<file path="src/rtl/piano_key_scanner.sv">
// Keyboard input front end: synchronizes and debounces seven note keys and two
// octave switches, then tracks the sounding note with a last-pressed-wins policy.
module piano_key_scanner #(
    parameter int DEBOUNCE_CYCLES = 1000000,
    parameter bit RAW_ACTIVE_LOW  = 1'b1
) (
    input  logic       clk,
    input  logic       rst,
    input  logic [6:0] note_keys_raw,
    input  logic       octave_up_raw,
    input  logic       octave_down_raw,
    output logic [2:0] current_active_key_id,
    output logic       current_key_is_pressed_flag,
    output logic       octave_up_active,
    output logic       octave_down_active,
    output logic       note_change_pulse
);

    localparam int NUM_CH = 9;
    localparam int CNT_W  = $clog2(DEBOUNCE_CYCLES);
    localparam logic [CNT_W-1:0] CNT_MAX = CNT_W'(DEBOUNCE_CYCLES - 1);

    // Channels 0..6 are the note keys, 7 is SW15 (up), 8 is SW13 (down).
    logic [NUM_CH-1:0] raw_in;
    logic [NUM_CH-1:0] sync_meta;
    logic [NUM_CH-1:0] sync_q;
    logic [NUM_CH-1:0] db;
    logic [CNT_W-1:0]  cnt [NUM_CH];

    assign raw_in = RAW_ACTIVE_LOW ? ~{octave_down_raw, octave_up_raw, note_keys_raw}
                                   :  {octave_down_raw, octave_up_raw, note_keys_raw};

    always_ff @(posedge clk) begin
        if (rst) begin
            sync_meta <= '0;
            sync_q    <= '0;
            db        <= '0;
            for (int i = 0; i < NUM_CH; i++) begin
                cnt[i] <= '0;
            end
        end else begin
            sync_meta <= raw_in;
            sync_q    <= sync_meta;
            for (int i = 0; i < NUM_CH; i++) begin
                if (sync_q[i] == db[i]) begin
                    cnt[i] <= '0;
                end else if (cnt[i] == CNT_MAX) begin
                    db[i]  <= ~db[i];
                    cnt[i] <= '0;
                end else begin
                    cnt[i] <= cnt[i] + CNT_W'(1);
                end
            end
        end
    end

    logic [6:0] db_note;
    logic [6:0] db_note_d;
    logic [6:0] press_edge;
    logic [2:0] pressed_id;
    logic [2:0] held_id;
    logic       active_released;
    logic [2:0] next_id;

    assign db_note    = db[6:0];
    assign press_edge = db_note & ~db_note_d;

    // Descending scan so the lowest-index match is the one that sticks.
    always_comb begin
        pressed_id      = '0;
        held_id         = '0;
        active_released = 1'b0;
        for (int k = 6; k >= 0; k--) begin
            if (press_edge[k]) begin
                pressed_id = 3'(k + 1);
            end
            if (db_note[k]) begin
                held_id = 3'(k + 1);
            end
            if ((current_active_key_id == 3'(k + 1)) && !db_note[k]) begin
                active_released = 1'b1;
            end
        end
        next_id = current_active_key_id;
        if (|press_edge) begin
            next_id = pressed_id;
        end else if (active_released) begin
            next_id = held_id;
        end
    end

    always_ff @(posedge clk) begin
        if (rst) begin
            db_note_d                   <= '0;
            current_active_key_id       <= '0;
            current_key_is_pressed_flag <= 1'b0;
            note_change_pulse           <= 1'b0;
            octave_up_active            <= 1'b0;
            octave_down_active          <= 1'b0;
        end else begin
            db_note_d                   <= db_note;
            current_active_key_id       <= next_id;
            current_key_is_pressed_flag <= (next_id != 3'd0);
            note_change_pulse           <= (next_id != current_active_key_id);
            octave_up_active            <= db[7];
            octave_down_active          <= db[8];
        end
    end

endmodule
</file>
<file path="config.mk">
export PLATFORM = sky130hd
export DESIGN_NAME = piano_key_scanner
export DESIGN_NICKNAME = d
export VERILOG_FILES = /design/src/rtl/piano_key_scanner.sv
export SDC_FILE = /design/constraint.sdc
export NUM_CORES = 1
export LEC_CHECK = 0
export ABC_AREA = 1
export BUFFER_PORTS_ARGS = -buffer_cell sky130_fd_sc_hd__buf_2
export CAP_MARGIN = 20
export CORE_MARGIN = 2
export CORE_UTILIZATION = 55
export DETAILED_ROUTE_END_ITERATION = 12
export PLACE_DENSITY = 0.71
export SLEW_MARGIN = 20
export SYNTH_ARGS = -nofsm -noshare
export SYNTH_HDL_FRONTEND = slang
export SYNTH_SLANG_ARGS = --single-unit
</file>
<file path="constraint.sdc">
create_clock -name clk -period 2 [get_ports clk]
set_input_delay 0.2 -clock clk [delete_from_list [all_inputs] [get_ports clk]]
set_output_delay 0.2 -clock clk [all_outputs]
set_load 0.01 [all_outputs]
</file>
== Word-level counts from Yosys, hierarchy flattened ==
Memory sizes are Yosys's and may differ from the RTL's.
Cells that the tools add are included.

* Input port bits: 11
* Bits in writable memories: 180
* Memories: 1
* Register bits: 41
* Word-level logic and storage cells: 277
* Output and inout port bits: 7

* Eq/ne operators: 26
* Bitwise gates (word level): 48
* Muxes and demuxes: 151
* Reduce and logical (&&, ||, !) cells: 25
* Add/sub/neg operators: 9

{| class="wikitable"
|+ Memory list
! name !! depth !! width !! read ports !! clocked after Yosys merged registers in !! write ports !! line !! source
|-
| cnt || 9 || 20 || 9 || 0 || 9 || 28 || <nowiki>logic [CNT_W-1:0] cnt [NUM_CH];</nowiki>
|}

{| class="wikitable"
|+ Operator list
! kind !! number
|-
| two-way mux 20 bit || 27
|-
| adder 20 x 1 -> 20 bit, second input constant || 9
|-
| == test 20 bit, second input constant || 9
|-
| two-way mux 1 bit || 108
|-
| two-way mux 3 bit || 16
|-
| OR 1 bit || 27
|-
| inverter 1 bit || 18
|-
| AND reduction 2 bit || 9
|-
| == test 3 bit, second input constant || 4
|-
| == test 1 bit || 9
|-
| inverter 9 bit || 1
|-
| bitwise AND 7 bit || 1
|-
| logical AND 1 bit || 7
|-
| zero test 1 bit || 7
|-
| inverter 7 bit || 1
|-
| OR reduction 7 bit || 1
|-
| == test 3 x 2 -> 1 bit, second input constant || 2
|-
| == test 3 x 1 -> 1 bit, second input constant || 1
|-
| != test 3 bit || 1
|-
| nonzero test 3 bit || 1
|}

== Logic depth before layout (Yosys ltp) ==
Gate-level depths: netlist of the first run.

* Depth after elaboration: 12
* Mapped depth: 13
* Mapped depth without buffers: 13

== Least setup slack after synthesis of the first run ==
Ideal clock, no wire load.

* Path type: register to register
* Start point: mem cnt[2][0] in the netlist's numbering
* End point: mem cnt[2][16] in the netlist's numbering (data pin)
* Library setup time: 0.255 ns
* Clock period less this slack: 1.788 ns
* Buffers on the path: 0
* Cell stages (with the launch flop): 13
* Slack: 0.212 ns
* Required time: 1.745 ns
* Arrival time: 1.533 ns
* Cells stage by stage: edfxtp_1 > ha_1 > nand2_1 > inv_1 > nand2_2 > nor2_2 > and3_1 > nand2_1 > nor2_2 > nand2_1 > nor2_1 > nand2_1 > nor3b_2

{| class="wikitable"
|+ RTL lines
! item !! line
|-
| from (decl) || 28
|}

==> flow_metrics.tcl, run 1 <==
set metrics [dict create \
    grt_pass1_vias 8751 \
    cap_violations 0 \
    grt_overflow_total 0 \
    powerDensity_nw_per_um2 743 \
    rsz0062_at_grt "yes" \
    track_usage 0.199 \
    required_ns 2.27 \
    layout_setup_ws_ns -0.0284 \
    min_period_ns 2.03 \
    rows 53 \
    netlist_area_um2 11800 \
    hold_viol_final 0 \
    die_area_um2 22600 \
    fin_cells 1927 \
    synth.distinct_cells 43 \
    ant_nets 0 \
    r2r-start "cnt[1][0]$_SDFFCE_PN0P_" \
    p_leak_nw 5.92 \
    grt_max_degree 38 \
    yosys-top-cells-area "edfxtp_1 (46%), nand2_1 (7.1%), nor2_1 (7.0%)" \
    place_area_um2 13100 \
    cts.clk_slew.worst_paths_ns 0.06 \
    crit_type "reg -> reg" \
    drive_above_1_share 0.159 \
    fin_setup_tns_ns -0.128 \
    place_ws_ns -0.0349 \
    io_buffers 17 \
    first_pass_iters 5 \
    worstPathArrival_ns 2.30 \
    relSlewSlack 0.625 \
    gp_congestion 0.856 \
    via_per_inst 4.89 \
    met2_usage 0.349 \
    avgSynthCellArea_um2 8.73 \
    ys.flop_type "edfxtp_1" \
    peakVddDrop_mv 0.647 \
    dpl.cell_count 1840 \
    synth_largest_area_cell "edfxtp_1" \
    met3_usage 0.0288 \
    worst_hold_path_type "in -> reg" \
    synth_top_area_frac 0.458 \
    areaGrowthSynthToFinish_pct 24.1 \
    grt_use_met1 0.262 \
    initial_core_util 0.561 \
    wl_per_cell_um 11.9 \
    place_hpwl_um 15900 \
    postLayoutCoreUtil 0.696 \
    min-delay-start "rst" \
    ys_ff_latch 221 \
    max_freq_mhz 493 \
    synth_commonest_cells "nand2_1 (224), nor2_1 (220), edfxtp_1 (180), inv_1 (175), a21oi_1 (86)" \
    die_y_um 150 \
    clockBufferDepth 3 \
    cts_sinks 221 \
    drcViolationCount 0 \
    grt-busiest-layer "met2" \
    htreeDepth 1 \
    io_pins 18 \
    yosysMostFrequentCell "nand2_1" \
    cts_tree "built" \
    crit_path_end_kind "register" \
    dr_total_vias 9428 \
    core_um2 21000 \
    cts_made_buffers 25 \
    final_area_um2 14600 \
    antenna_found_initial 0 \
    finalSetupViolCount 10 \
    grt_pass1_wl_um 37700 \
    startpoint_type "register" \
    n_antenna_cell 0 \
    routed_wl_um 23000 \
    yosysWarnings 0 \
    clockRootBuffer "clkbuf_16" \
    dieWidth_um 150 \
    critPathLaunch "cnt[1][0]$_SDFFCE_PN0P_" \
    tightest_slew_ns 0.557 \
    drtIter0Drc 564 \
    final_nets 1654 \
    clock_insertion_delay_worst_skew_ns 0.52 \
    failed_checks "negative setup slack" \
    status "complete, but fails checks" \
    synth-edff-count 180 \
    synth-seq-area-share 0.528 \
    synth-async-reset-ratio 0 \
    fin_crit_sh 1.01 \
    maxSlewViolCount 0 \
    critPathMaxFanout 5 \
    synth_cells 1352 \
    finClkSkew_ns 0.00788 \
]
[what timing repair did]
item,CTS,global route
hold buffers,9,0
setup buffers,1,30
hold endpoints to repair,9,0
setup endpoints to repair,6,149
resized for setup,2,95
pin swaps,1,33
cloned,0,2
[registers in the layout, summed over array words and instances (netlist names)]
register and flops:
current_key_is_pressed_flag 1, sync_q 9, octave_down_active 1, current_active_key_id 3, cnt 180, db 9, db_note_d 7, note_change_pulse 1
octave_up_active 1, sync_meta 9
[power by group]
part | total (mW) | internal, mW | switching, mW
clock | 4.58 | 2.76 | 1.82
combinational | 0.898 | 0.322 | 0.575
sequential | 5.40 | 5.19 | 0.208
[cell type report]
cell class	instances	area (um^2)
Timing Repair Buffer	97	768
Tap cell	275	344
Clock buffer	34	752
Fill cell	1660	6380
Clock inverter	11	90.1
Sequential cell	221	6230
Multi-Input combinational cell	1107	5770
Inverter	182	688
[metrics by stage]
stage | hold WS (ns) | power, mW
finish | 0.208 | 10.9
floorplan | 0.267 | 6.06
global placement | 0.360 | 6.28
global route | 0.236 | 11.3
detailed placement | 0.358 | 6.31
CTS | 0.193 | 10.9
[kinds of logic (layout without fill, tap and decap cells)]
family / after synthesis / count (layout) / synth area share
flip-flops: 221 / 221 / 0.528
AO/OA/AOI/OAI: 142 / 142 / 0.0633
buffers and inverters: 203 / 324 / 0.0672
adder cells (fa/ha/maj): 9 / 9 / 0.00955
AND/OR/NAND/NOR: 730 / 730 / 0.298
other: 1 / 180 / 0.000318
XOR/XNOR: 46 / 46 / 0.0342
[worst paths after layout]
| kind | endpoint | slack, ns | depth (start not counted) |
|---|---|---|---|
| worst min register to register | sync_q[1]$_SDFF_PP0_ | 0.40 | 2 |
| worst max register to register | cnt[1][2]$_SDFFCE_PN0P_ | -0.03 | 11 |
| worst max-delay path | cnt[1][2]$_SDFFCE_PN0P_ | -0.03 | 11 |
| worst min-delay path | sync_meta[1]$_SDFF_PP0_ | 0.21 | 3 |
[cell usage in the layout (no fill, tap or decap), drive strengths merged, types with 9 or more instances in the layout]
master | netlist | final
inv | 182 | 185
nor4 | 18 | 18
xor2 | 32 | 32
a21oi | 86 | 86
dlygate4sd3 | 0 | 9
dfxtp | 41 | 41
xnor2 | 14 | 14
nor3b | 29 | 29
edfxtp | 180 | 180
nand4 | 45 | 45
conb | 1 | 180
clkbuf | 8 | 35
buf | 13 | 87
o21ai | 39 | 39
ha | 9 | 9
or2 | 13 | 13
nand3 | 66 | 66
nor2 | 240 | 240
nor3 | 78 | 78
nand2 | 228 | 228
[worst max-delay path, stage by stage, from the launching register on]
cell      delay (ns)
edfxtp_1        0.36
ha_2            0.20
nand2_2         0.07
nor2_4          0.09
nand2_2         0.08
nor2_2          0.14
nand2_2         0.10
nor4_4          0.18
nand3b_1        0.23
buf_4           0.16
buf_6           0.13
nor3b_1         0.05
[routing by layer]
metal | part of all wire | vias up
met5 | 0 | -
met3 | 0.036 | 29
met2 | 0.49 | 123
met4 | 0.019 | 0
met1 | 0.46 | 4323
li1 | - | 4953
(Power assumes the default switching activity.)
==> inputs of run 2 (changes only) <==
Settings changed: BUFFER_PORTS_ARGS -buffer_cell sky130_fd_sc_hd__buf_2 to unset, DONT_BUFFER_PORTS set to 1, PLACE_DENSITY 0.71 to 0.7.
==> run 2 against run 1 <==
  * The flow now finishes without violations
  * First-iteration DRC count down 21%
  * Via count rose by 0.32%
  * Combinational power decreased by 2%
  * Largest cell class unchanged
==> flow_metrics.tcl, run 2 (synthesis gave the netlist of run 1 again) <==
set metrics [dict create \
    status "completed" \
    relSlewSlack 0.632 \
    die_area_um2 22600 \
    p_sw_mw 2.50 \
    clkPwrFrac 0.398 \
    required_ns 2.26 \
    rows 53 \
    first_pass_iters 5 \
    critPathLaunch "cnt[2][1]$_SDFFCE_PN0P_" \
    most-common-layout-cells "nor2_1 (202), nand2_1 (201), edfxtp_1 (180), conb_1 (180), inv_1 (168)" \
    layout_setup_ws_ns 0.0479 \
    critPathMaxFanout 6 \
    startpoint_type "register" \
    min-delay-start "rst" \
    dr_total_vias 9458 \
    top_register "cnt" \
    io_pins 18 \
    die_y_um 150 \
    initial_core_util 0.561 \
    antenna_found_initial 0 \
    powerDensity_nw_per_um2 714 \
    clockBufferDepth 3 \
    drtIter0Drc 446 \
    p_leak_nw 5.86 \
    power.share.combinational 0.084 \
    fin_crit_sh 0.976 \
    drive_above_1_share 0.154 \
    r2r-start "cnt[2][1]$_SDFFCE_PN0P_" \
    internal-power_mw 7.94 \
    min_period_ns 1.95 \
    crit_type "reg -> reg" \
    gp_congestion 0.858 \
    mostFrequentLayoutCell "nor2_1" \
    cts_made_buffers 25 \
    dieWidth_um 150 \
    postLayoutCoreUtil 0.695 \
    via_per_inst 4.92 \
    n_antenna_cell 0 \
    hold_viol_final 0 \
    largest_register_ffs 180 \
    switching_share 0.240 \
    peakVddDrop_mv 0.743 \
    tightest_slew_ns 0.547 \
    core_um2 21000 \
    grt_max_degree 37 \
    place_area_um2 13000 \
    ant_nets 0 \
    io_buffers 0 \
    grt_pass1_wl_um 37600 \
    place_hpwl_um 15800 \
    cap_violations 0 \
    track_usage 0.199 \
    fin_hold_ws_ns 0.104 \
    maxSlewViolCount 0 \
    rsz0062_at_grt "yes" \
    worst_hold_path_type "in -> reg" \
    final_nets 1649 \
    grt_pass1_vias 8630 \
    final_area_um2 14600 \
    worstPathArrival_ns 2.22 \
    finalPower_mw 10.4 \
    cts_sinks 221 \
    grt_overflow_total 0 \
    drcViolationCount 0 \
    areaGrowthSynthToFinish_pct 23.9 \
    finalSetupViolCount 0 \
    finClkSkew_ns 0.0112 \
    seq_power_share 0.517 \
    crit_path_end_kind "register" \
    place_ws_ns 0.0114 \
    wl_per_cell_um 12.0 \
    cts_tree "built" \
    clockRootBuffer "clkbuf_16" \
    routed_wl_um 23000 \
    n_fill_cell 1648 \
    clock_insertion_delay_worst_skew_ns 0.52 \
    cts.clk_slew.worst_paths_ns 0.06 \
    max_freq_mhz 512 \
    htreeDepth 1 \
]
## run 2: cell types whose count changed in the layout (fill, tap and decap cells not counted), moves of 5 or more
cell and change:
buf_2 -17, clkbuf_1 +12, dlygate4sd3_1 +7, nand2_1 -6
buf_4 +5
## run 2: per-stage QoR
step           setup TNS [ns]  std cells
2_1_floorplan               0       1531
3_3_place_gp                0       1823
3_5_place_dp                0       1823
4_1_cts                     0       1885
5_1_grt                 -1.78       1922
6_report                    0       1922
## run 2: routing by layer
| metal | part of all wire | up-vias | track usage | wire length [um] |
|---|---|---|---|---|
| li1 | - | 4940 | - | - |
| met2 | 0.49 | 146 | 0.342 | 11200 |
| met3 | 0.037 | 45 | 0.0312 | 847 |
| met4 | 0.022 | 0 | 0.0557 | 501 |
| met5 | 0 | - | 0 | 0 |
| met1 | 0.45 | 4327 | 0.263 | 10500 |
## run 2: critical path: stages, from the launching register on
cell and delay (ns):
edfxtp_1 0.35, ha_2 0.20, nand2_2 0.06, inv_2 0.07, nand2_4 0.06, nor2_4 0.16, nand2_4 0.07, nor4b_4 0.31
nand2b_4 0.23, clkbuf_16 0.16, nor2_2 0.03
## run 2: power groups by stage
stage | logic [mW] | clock network, mW | registers (mW)
after floorplan | 0.617 | 0 | 5.44
after global placement | 0.761 | 0 | 5.49
after detailed placement | 0.773 | 0 | 5.49
after CTS | 0.820 | 4.26 | 5.40
after global routing | 1.02 | 4.43 | 5.44
final | 0.880 | 4.16 | 5.40
## run 2: cell type report
class / count / area (um^2) / area share
Clock inverter: 3 / 15.0 / 0.00103
Sequential cell: 221 / 6230 / 0.426
Timing Repair Buffer: 91 / 818 / 0.0560
Inverter: 182 / 686 / 0.0469
Multi-Input combinational cell: 1107 / 5800 / 0.397
Clock buffer: 42 / 719 / 0.0492
Tap cell: 275 / 344 / 0.0235
Timing Repair inverter: 1 / 7.51 / 0.000514
## run 2: repair_timing
item	4_1_cts	5_1_grt
hold buffers	17	0
pin swaps	0	32
endpoints found under the hold margin	36	0
gates cloned	0	3
gates resized for setup	2	110
endpoints found under the setup margin	1	144
buffers inserted	0	34
## run 2: path summary, 6_finish.rpt
kind                                  end  slack (ns)  depth (start not counted)
setup / recovery  cnt[2][5]$_SDFFCE_PN0P_        0.05                         10
hold reg to reg      sync_q[6]$_SDFF_PP0_        0.41                          2
hold / removal         db[4]$_SDFFE_PP0N_        0.10                          3
setup reg to reg  cnt[2][5]$_SDFFCE_PN0P_        0.05                         10
==> inputs of run 3 (changes only) <==
Settings changed: HOLD_SLACK_MARGIN set to 0.1, SETUP_SLACK_MARGIN set to 0.2.
==> run 3 against run 2 <==
  * Power increased by 2.5%
  * Routed wire length grew 27%
  * Sequential share of layout area is 5.8 points lower
  * Sequential power about the same
  * Setup slack got worse by 0.039 ns
==> flow_metrics.tcl, run 3 (synthesis gave the netlist of run 1 again) <==
set metrics [dict create \
    status "completed" \
    initial_core_util 0.561 \
    crit_path_frequent_cell "nand2_4" \
    p_leak_nw 6.71 \
    cts_made_buffers 25 \
    io_pins 18 \
    cts_tree "built" \
    worstHoldEndpoint "db[4]$_SDFFE_PP0N_" \
    final_nets 1750 \
    r2r_end "cnt[4][5]$_SDFFCE_PN0P_" \
    clock_insertion_delay_worst_skew_ns 0.52 \
    critPathMaxFanout 6 \
    finalSetupViolCount 0 \
    most-common-layout-cells "nand2_1 (182), edfxtp_1 (180), conb_1 (180)" \
    tightest_slew_ns 0.507 \
    startpoint_type "register" \
    dr_total_vias 10529 \
    fin_crit_sh 0.996 \
    hold_viol_final 0 \
    via_per_inst 5.20 \
    relSlewSlack 0.659 \
    critPathSlowestCell "edfxtp_1" \
    cap_violations 0 \
    areaGrowthSynthToFinish_pct 43.5 \
    n_antenna_cell 0 \
    die_y_um 150 \
    clockBufferDepth 3 \
    htreeDepth 1 \
    powerDensity_nw_per_um2 632 \
    top_register "cnt" \
    crit_type "reg -> reg" \
    final_area_um2 16900 \
    grt_pass1_wl_um 40800 \
    peakVddDrop_mv 0.751 \
    r2r-start "cnt[4][0]$_SDFFCE_PN0P_" \
    worst_hold_path_type "in -> reg" \
    postLayoutCoreUtil 0.805 \
    io_buffers 0 \
    worstPathArrival_ns 2.26 \
    min_period_ns 1.99 \
    drtIter0Drc 557 \
    gp_congestion 0.858 \
    drcViolationCount 0 \
    dieWidth_um 150 \
    rows 53 \
    grt_overflow_total 0 \
    routed_wl_um 29400 \
    ant_nets 0 \
    r2r.worst_path.cells 11 \
    rsz0062_at_grt "yes" \
    path_cells "ha_2 -> nand2_2 -> inv_4 -> nand2_4 -> nor2_4 -> nand2_4 -> nor4_4 -> nor2_2 -> inv_2 -> clkbuf_16 -> a21oi_2" \
    required_ns 2.27 \
    wl_per_cell_um 14.5 \
    grt_pass1_vias 9209 \
    finClkSkew_ns 0.0180 \
    first_pass_iters 5 \
    clockRootBuffer "clkbuf_16" \
    die_area_um2 22600 \
    largest_register_ffs 180 \
    mostFrequentLayoutCell "nand2_1" \
    max_freq_mhz 502 \
    place_area_um2 13000 \
    maxSlewViolCount 0 \
    core_um2 21000 \
    antenna_found_initial 0 \
    r2r_slack_ns 0.008 \
    n_fill_cell 1247 \
    track_usage 0.218 \
    drive_above_1_share 0.323 \
    place_hpwl_um 15800 \
    max_stage_delay_ns 0.37 \
    crit_path_end_kind "register" \
    cts_sinks 221 \
    grt_max_degree 37 \
    cts.clk_slew.worst_paths_ns 0.06 \
    hold_depth 3 \
    min-delay-start "rst" \
]
## run 3: cell types whose count changed in the layout (fill, tap and decap cells not counted), moves of 16 or more
cell / previous run / this run
nor3b_1: 24 / 5
inv_1: 168 / 152
a21oi_1: 80 / 51
nor2_2: 23 / 41
nor3_1: 60 / 32
nor2_4: 15 / 59
nand2_1: 201 / 182
nor2_1: 202 / 140
a21oi_2: 6 / 30
nor3b_2: 5 / 23
buf_6: 2 / 38
buf_4: 66 / 117
## run 3: power by group
part	switching [mW]	internal (mW)	leakage [nW]
Clock	1.76	2.43	0.358
Combinational	0.676	0.407	4.15
Sequential	0.236	5.19	2.19
Total	2.67	8.03	6.71
## run 3: cell type report
class / count / area (um^2) / share of cell area
Clock buffer: 42 / 719 / 0.0425
Clock inverter: 3 / 15.0 / 0.000887
Inverter: 182 / 696 / 0.0411
Multi-Input combinational cell: 1107 / 7000 / 0.413
Sequential cell: 221 / 6230 / 0.368
Tap cell: 275 / 344 / 0.0203
Timing Repair Buffer: 193 / 1930 / 0.114
## run 3: metrics by stage
step                hold slack (ns)  setup slack (ns)  instances  TNS [ns]  total power, mW
floorplan                     0.267             0.212       1531         0             6.06
global placement              0.269            0.0759       1823         0             6.25
detailed placement            0.269            0.0114       1823         0             6.27
CTS                           0.106            0.0919       1958         0             10.5
global route                  0.139           -0.0935       2023     -3.40             11.1
finish                        0.112           0.00849       2023         0             10.7
## run 3: critical path: cells and delay by family (launching register included)
kind                       cells  cell delay [ns]
DFF                            1             0.37
adders and majority gates      1             0.19
buffers and inverters          3             0.37
and+or+nand+nor                6             0.76
AOI/OAI and AO/OA              1             0.04
## run 3: timing repair
action | in CTS | in global routing
pin swaps | 53 | 126
gates cloned | 4 | 7
buffers inserted | 69 | 58
gates resized for setup | 92 | 382
hold endpoints to repair | 36 | 0
hold buffers | 17 | 0
endpoints found under the setup margin | 154 | 182
## run 3: worst max path at each step
stage	startpoint	end	slack (ns)	depth (start not counted)
floorplan	cnt[2][0]$_SDFFCE_PN0P_	cnt[2][16]$_SDFFCE_PN0P_	0.21	12
global placement	cnt[3][0]$_SDFFCE_PN0P_	cnt[3][14]$_SDFFCE_PN0P_	0.08	12
detailed placement	cnt[7][0]$_SDFFCE_PN0P_	cnt[7][11]$_SDFFCE_PN0P_	0.01	12
CTS	cnt[7][0]$_SDFFCE_PN0P_	cnt[7][17]$_SDFFCE_PN0P_	0.09	12
global route	cnt[4][0]$_SDFFCE_PN0P_	cnt[4][2]$_SDFFCE_PN0P_	-0.09	11
finish	cnt[4][0]$_SDFFCE_PN0P_	cnt[4][5]$_SDFFCE_PN0P_	0.008	11
## run 3: layer usage
| layer | vias up | wire length [um] | GRT usage |
|---|---|---|---|
| met4 | 0 | 861 | 0.0594 |
| met1 | 5006 | 11700 | 0.282 |
| li1 | 5142 | - | - |
| met5 | - | 0 | 0 |
| met3 | 87 | 1430 | 0.0318 |
| met2 | 294 | 15300 | 0.382 |
